## config.mk

```make
export PLATFORM = sky130hd
export DESIGN_NAME = bus_arbiter
export DESIGN_NICKNAME = d
export VERILOG_FILES = /design/src/rtl/bus_arbiter_pkg.sv /design/src/rtl/bus_watchdog.sv /design/src/rtl/bus_arbiter.sv
export SDC_FILE = /design/constraint.sdc
export NUM_CORES = 1
export LEC_CHECK = 0
export ABC_AREA = 1
export BUFFER_PORTS_ARGS = -buffer_cell sky130_fd_sc_hd__buf_2
export CORE_ASPECT_RATIO = 1.75
export CORE_UTILIZATION = 45
export CTS_BUF_LIST = sky130_fd_sc_hd__clkbuf_2
export DETAILED_ROUTE_END_ITERATION = 8
export GPL_ROUTABILITY_DRIVEN = 0
export HOLD_SLACK_MARGIN = 0.02
export PLACE_DENSITY = 0.79
export REMOVE_ABC_BUFFERS = 1
export SKIP_LAST_GASP = 1
export SYNTH_ARGS = -nofsm -noshare
export SYNTH_HDL_FRONTEND = slang
export SYNTH_SLANG_ARGS = --single-unit
```

## constraint.sdc

```tcl
create_clock -name clk -period 1.5 [get_ports clk]
set_clock_uncertainty 0.05 [all_clocks]
set_input_delay 0.225 -clock clk [delete_from_list [all_inputs] [get_ports clk]]
set_output_delay 0.225 -clock clk [all_outputs]
set_load 0.02 [all_outputs]
```

## src/rtl/bus_arbiter_pkg.sv

```systemverilog
// Shared types for the IF/MEM memory bus arbiter: FSM encoding, grant
// history flag and the fetch byte-enable constant.
package bus_arbiter_pkg;

   typedef enum logic [1:0] {
      ARB_IDLE = 2'b00,
      ARB_DATA = 2'b01,
      ARB_INST = 2'b10
   } arb_state_t;

   typedef enum logic {
      GRANT_INST = 1'b0,
      GRANT_DATA = 1'b1
   } grant_t;

   localparam logic [3:0] BUS_SEL_ALL = 4'b1111;

endpackage

```

## src/rtl/bus_watchdog.sv

```systemverilog
// Per-transaction wait counter: cleared on grant, counts un-acked owned
// cycles, saturates at TIMEOUT and flags expiry. TIMEOUT=0 removes it.
module bus_watchdog #(
   parameter int TIMEOUT = 255
) (
   input  logic clk,
   input  logic rst,
   input  logic clr,
   input  logic en,
   output logic expire
);

   generate
      if (TIMEOUT == 0) begin : g_off
         assign expire = 1'b0;
      end else begin : g_on
         localparam int CW = $clog2(TIMEOUT + 1);
         localparam logic [CW-1:0] LIMIT = CW'(TIMEOUT);

         logic [CW-1:0] cnt_q;

         always_ff @(posedge clk or negedge rst) begin
            if (!rst)
               cnt_q <= '0;
            else if (clr)
               cnt_q <= '0;
            else if (en && cnt_q != LIMIT)
               cnt_q <= cnt_q + CW'(1);
         end

         assign expire = (cnt_q == LIMIT);
      end
   endgenerate

endmodule

```

## src/rtl/bus_arbiter.sv

```systemverilog
// Arbitrates the single memory bus between instruction fetch and the MEM
// stage data port; data has priority, alternating after a data completion.
module bus_arbiter
   import bus_arbiter_pkg::*;
#(
   parameter int ADDR_W  = 32,
   parameter int DATA_W  = 32,
   parameter int TIMEOUT = 255
) (
   input  logic              clk,
   input  logic              rst,
   input  logic              if_req,
   input  logic [ADDR_W-1:0] if_addr,
   output logic [DATA_W-1:0] if_rdata,
   output logic              if_ack,
   input  logic              dm_req,
   input  logic              dm_we,
   input  logic [3:0]        dm_sel,
   input  logic [ADDR_W-1:0] dm_addr,
   input  logic [DATA_W-1:0] dm_wdata,
   output logic [DATA_W-1:0] dm_rdata,
   output logic              dm_ack,
   output logic              bus_err,
   output logic              bus_req,
   output logic              bus_we,
   output logic [3:0]        bus_sel,
   output logic [ADDR_W-1:0] bus_addr,
   output logic [DATA_W-1:0] bus_wdata,
   input  logic [DATA_W-1:0] bus_rdata,
   input  logic              bus_ack,
   output logic              stallreq_o
);

   arb_state_t state_q, state_d;
   grant_t     last_grant_q;
   logic       dm_live, if_live;
   logic       grant_dm, grant_if;
   logic       owned, done, expire;

   // A request whose ack is on the wire this cycle is already served.
   assign dm_live    = dm_req & ~dm_ack;
   assign if_live    = if_req & ~if_ack;
   assign stallreq_o = dm_live | if_live;

   assign owned = (state_q != ARB_IDLE);
   assign done  = owned & (bus_ack | expire);

   always_comb begin
      grant_dm = 1'b0;
      grant_if = 1'b0;
      state_d  = state_q;
      case (state_q)
         ARB_IDLE: begin
            if (dm_live && (!if_live || last_grant_q == GRANT_INST)) begin
               grant_dm = 1'b1;
               state_d  = ARB_DATA;
            end else if (if_live) begin
               grant_if = 1'b1;
               state_d  = ARB_INST;
            end
         end
         ARB_DATA, ARB_INST: begin
            if (bus_ack || expire)
               state_d = ARB_IDLE;
         end
         default: state_d = ARB_IDLE;
      endcase
   end

   bus_watchdog #(.TIMEOUT(TIMEOUT)) u_wdog (
      .clk    (clk),
      .rst    (rst),
      .clr    (grant_dm | grant_if),
      .en     (owned & ~bus_ack),
      .expire (expire)
   );

   always_ff @(posedge clk or negedge rst) begin
      if (!rst) begin
         state_q      <= ARB_IDLE;
         last_grant_q <= GRANT_INST;
         bus_req      <= 1'b0;
         bus_we       <= 1'b0;
         bus_sel      <= '0;
         bus_addr     <= '0;
         bus_wdata    <= '0;
         if_rdata     <= '0;
         if_ack       <= 1'b0;
         dm_rdata     <= '0;
         dm_ack       <= 1'b0;
         bus_err      <= 1'b0;
      end else begin
         state_q <= state_d;
         if_ack  <= 1'b0;
         dm_ack  <= 1'b0;
         bus_err <= 1'b0;

         if (grant_dm) begin
            bus_req   <= 1'b1;
            bus_we    <= dm_we;
            bus_sel   <= dm_sel;
            bus_addr  <= dm_addr;
            bus_wdata <= dm_wdata;
         end else if (grant_if) begin
            bus_req  <= 1'b1;
            bus_we   <= 1'b0;
            bus_sel  <= BUS_SEL_ALL;
            bus_addr <= if_addr;
         end

         // A real ack wins over a same-cycle expiry.
         if (done) begin
            bus_req <= 1'b0;
            bus_err <= ~bus_ack;
            if (state_q == ARB_DATA) begin
               last_grant_q <= GRANT_DATA;
               dm_ack       <= 1'b1;
               dm_rdata     <= bus_ack ? bus_rdata : '0;
            end else begin
               last_grant_q <= GRANT_INST;
               if_ack       <= 1'b1;
               if_rdata     <= bus_ack ? bus_rdata : '0;
            end
         end
      end
   end

endmodule

```

==> results.toml, run 1 <==
[cts]
numCtsBuffers = 17
cts_buffer_depth = 2
h-tree-depth = 4
cts_sinks = 148
ctsRootBufferMaster = "clkbuf_2"

[place]
port_buffers = 275
dp_hpwl_um = 13540
place_ws_ns = -0.1071

[status]
status = "stopped before the end"
haltStage = "5_1_grt"
stop_error = "[ERROR GRT-0232] Routing congestion too high. Check the congestion heatmap in the GUI."

[sta]
grt_worst_setup_endpoint = "stallreq_o"
worstEpCategory = "output port"

[logic_synthesis]
syn-mean-instance-area_um2 = 8.353
netlist_area_mm2 = 0.006549
synth_cells = 784
synth_seq_area_share_pct = 56.55
ys_seq_elements = 148
yosysUniqueCellTypes = 28
yosysWarnings = 0

[grt]
grt_use_total_pct = 68.29
grt-ovfl-total = 3
grt_max_degree = 48

[floorplanning]
fp-row-count = 58
fp.dieH_um = 161.6
io_pins = 276
die_x_um = 93.19
start_util_pct = 45.81
synthesized netlist by cell type, drive strengths merged:
| library cell | count | area share [%] |
|---|---|---|
| a21oi | 1 | 0.076 |
| buf | 37 | 3.5 |
| clkbuf | 12 | 0.69 |
| clkinv | 1 | 0.057 |
| dfrtp | 148 | 57 |
| ha | 3 | 0.57 |
| inv | 51 | 2.9 |
| nand2 | 353 | 21 |
| nand3 | 22 | 2.1 |
| nand4 | 66 | 6.3 |
| nor2 | 47 | 2.8 |
| o21ai | 38 | 3.0 |
| o21bai | 1 | 0.11 |
| o22ai | 1 | 0.096 |
| or2 | 1 | 0.096 |
| xnor2 | 1 | 0.13 |
| xor2 | 1 | 0.13 |
metal layers:
layer  track usage, %  GRT overflow
met3            55.13             0
met1            67.88             0
met5            10.76             0
met2            88.27             1
met4            58.53             2
per-stage QoR:
| step | hold slack, ns | TNS (ns) | cell area [µm²] | instances |
|---|---|---|---|---|
| after CTS | 0.1317 | -23.11 | 11580 | 1451 |
| after detailed placement | 0.1087 | -2.464 | 8308 | 1220 |
| after global placement | 0.1109 | -0.1520 | 8308 | 1220 |
| after floorplan | -0.1206 | -199.76 | 6275 | 735 |
cells by family after synthesis:
family / synth area share, %
AOI/OAI and AO/OA: 3.248
xor gates and xnor gates: 0.2675
adders and majority gates: 0.5732
buffers and inverters: 7.165
DFF: 56.55
and+or+nand+nor: 32.19
repair_timing:
item | 4_1_cts
pin swaps | 2
cloned | 8
endpoints found under the hold margin | 291
hold buffers | 138
resized for setup | 317
setup endpoints to repair | 224
buffers inserted | 53
==> run 2: changes to the inputs <==
- CORE_ASPECT_RATIO: 1.75 -> default
- CORE_UTILIZATION: 45 -> 34
- CTS_BUF_LIST: sky130_fd_sc_hd__clkbuf_2 -> default
- HOLD_SLACK_MARGIN: 0.02 -> default
- PLACE_DENSITY: 0.79 -> default
- PLACE_DENSITY_LB_ADDON: default -> 0.15
- clock period: 1.5 -> 2 ns (I/O delays scaled with it)
==> run 2 against run 1 <==
- the run now ends clean
- synthesized cell count did not move
- synthesized area did not move
==> results.toml, run 2 <==
[critical_path]
critical_path_arrival_ns = 2.01
critical_path.startpoint = "state_q[1]"
worst_setup_path_start_kind = "flip-flop"
timing.rr.start = "state_q[1]"
critPathKind = "reg2reg"
cp_data_required_time_ns = 2.31
crit_path_end_kind = "flip-flop"
path_max_fanout = 34

[place]
place_ws_ns = 0.2781
port_buffers = 275
dp_hpwl_um = 12870

[grt]
met3_usage_pct = 3.940
grt-ovfl-total = 0
met2_usage_pct = 31.29
grt_pass1_vias = 5700
grt_use_total_pct = 19.48
antenna_found_initial = 1
grt_util_met1_pct = 25.31
grt_max_degree = 65
grt_busiest_layer = "met2"
grt_pass1_wl_um = 30220

[power]
total_power_uw = 14550
p_seq_share_pct = 34.6
switching_power_uw = 6504
p_comb_share_pct = 45.3
p_leak_uw = 0.005011
switching_share_pct = 44.70
peakVddDrop_mv = 0.6130
p_int_uw = 8048
pwr_density_cell_mw_per_mm2 = 1654
p_clk_share_pct = 20.1

[drt]
wl_per_cell_um = 14.25
wl_um = 18530
viasPerCell = 4.600
vias = 5984
drt_iter0_markers = 268
remaining_drc_errors = 0
ant_nets = 0
drtPass1Iterations = 4

[cts]
tritoncts = "done"
cts_buffer_depth = 2
numCtsBuffers = 17
ctsRootBufferMaster = "clkbuf_16"
clk_latency_ns = 0.42
clk_pin_slew_ns = 0.07
h-tree-depth = 4
cts_sinks = 148

[logic_synthesis]
synth_top_area_share_pct = 56.55
synth.top_cells.by_count = "340 x nand2_1, 148 x dfrtp_1, 66 x nand4_1"
yosysUniqueCellTypes = 28
synth_area_leader_cell = "dfrtp_1"
synth_ff_type = "dfrtp_1"
ys_seq_elements = 148
syn-mean-instance-area_um2 = 8.353
synth_edf_count = 0
synth.most_common_cell = "nand2_1"
synth_seq_area_share_pct = 56.55
synth_cells = 784
synth_area_leaders = "dfrtp_1 57%, nand2_1 19%, nand4_1 6.3%"
netlist_area_mm2 = 0.006549
async_reset_ff_share_pct = 100.0
yosysWarnings = 0

[floorplanning]
start_util_pct = 34.89
fp-row-count = 50
die_x_um = 140.8
core_mm2 = 0.01877
fp.dieH_um = 140.8
io_pins = 276
dieArea_mm2 = 0.01982

[sta]
post-route-period-util_pct = 85.11
setup_viol_count_final = 0
finalHoldViolCount = 0
fmax_mhz = 587.5
tightest_slew_ns = 0.4429
finalWorstPathRequiredPeriod_ns = 1.702
setup_slack_ns = 0.2978
max_slew_margin_pct = 70.48
maxSlewViolCount = 0
rsz0062_at_grt = "no"

[final_layout]
most-common-layout-cells = "340 x nand2_1, 274 x buf_2, 148 x dfrtp_1, 66 x nand4_1, 49 x inv_1"
drive_gt1_share_pct = 32.46
synthToLayoutAreaGrowth_pct = 34.31
layout_commonest_cell = "nand2_1"
nets = 1194

[hold_path]
min-delay-path-class = "in2reg"
hold_start = "dm_wdata[31]"

[status]
status = "complete, no violations"

[job]
max-cap-violations = 0
run 2: cell counts after synthesis:
No cell type changed its count.
run 2: final timing paths:
check / slack, ns / depth (start not counted) / to
max in group asynchronous: 0.96 / 3 / dm_rdata[20]
min in group asynchronous: 0.29 / 2 / dm_rdata[29]
worst min-delay path: 0.01 / 3 / bus_wdata[31]
worst max register to register: 0.30 / 7 / state_q[0]
worst min register to register: 0.42 / 2 / if_rdata[3]
worst max-delay path: 0.30 / 7 / state_q[0]
run 2: power by group through the flow:
stage | sequential, µW | combinational (µW) | clock (µW)
after floorplan | 6660 | 2390 | 0
after global placement | 5050 | 6660 | 0
after detailed placement | 5060 | 6690 | 0
after CTS | 5040 | 6700 | 3010
after global routing | 5210 | 7310 | 3120
final | 5040 | 6590 | 2920
run 2: logic make-up (layout without fill, tap and decap cells):
logic type	count (synthesis)	after routing	synth area share, %
and+or+nand+nor	489	489	32.19
DFF	148	148	56.55
buffers and inverters	101	383	7.165
AOI/OAI and AO/OA	41	41	3.248
adders and majority gates	3	3	0.5732
xor gates and xnor gates	2	2	0.2675
other	0	1	0
run 2: cell type report:
class	count	area [µm²]
tap	234	292.8
inverter	52	195.2
fill	1947	9972
multi-input combinational	535	2389
sequential	148	3704
clock inverter	15	107.6
clock buffer	17	425.4
timing repair buffer	299	1680
antenna	1	2.502
run 2: what timing repair did:
action,CTS,global route
hold buffers,7,0
resized for setup,0,0
buffers inserted,0,0
endpoints found under the hold margin,37,0
run 2: layer usage:
layer	share of wire (%)	wire length [µm]
met4	2.7	492
met5	0	0
met1	45	8291
met2	48	8828
met3	5.0	922
run 2: critical path: stages (launching register included):
cell      delay (ns)
dfrtp_1         0.38
inv_1           0.08
ha_1            0.28
nand3_4         0.23
clkinv_1        0.09
buf_4           0.33
nand3_1         0.12
nand2_1         0.08
run 2: stage by stage:
step,cells,hold WS [ns],TNS (ns),instance area [µm²],util [%]
after floorplan,735,-0.04559,-128.43,6275,-
after global placement,1261,0.1671,0,8190,43.64
after detailed placement,1261,0.1700,0,8190,43.64
after CTS,1300,0.0002023,0,8793,46.85
after global routing,1301,0.01775,0,8796,46.87
final,1301,0.01405,0,8796,46.87
(Power assumes the default switching activity.)
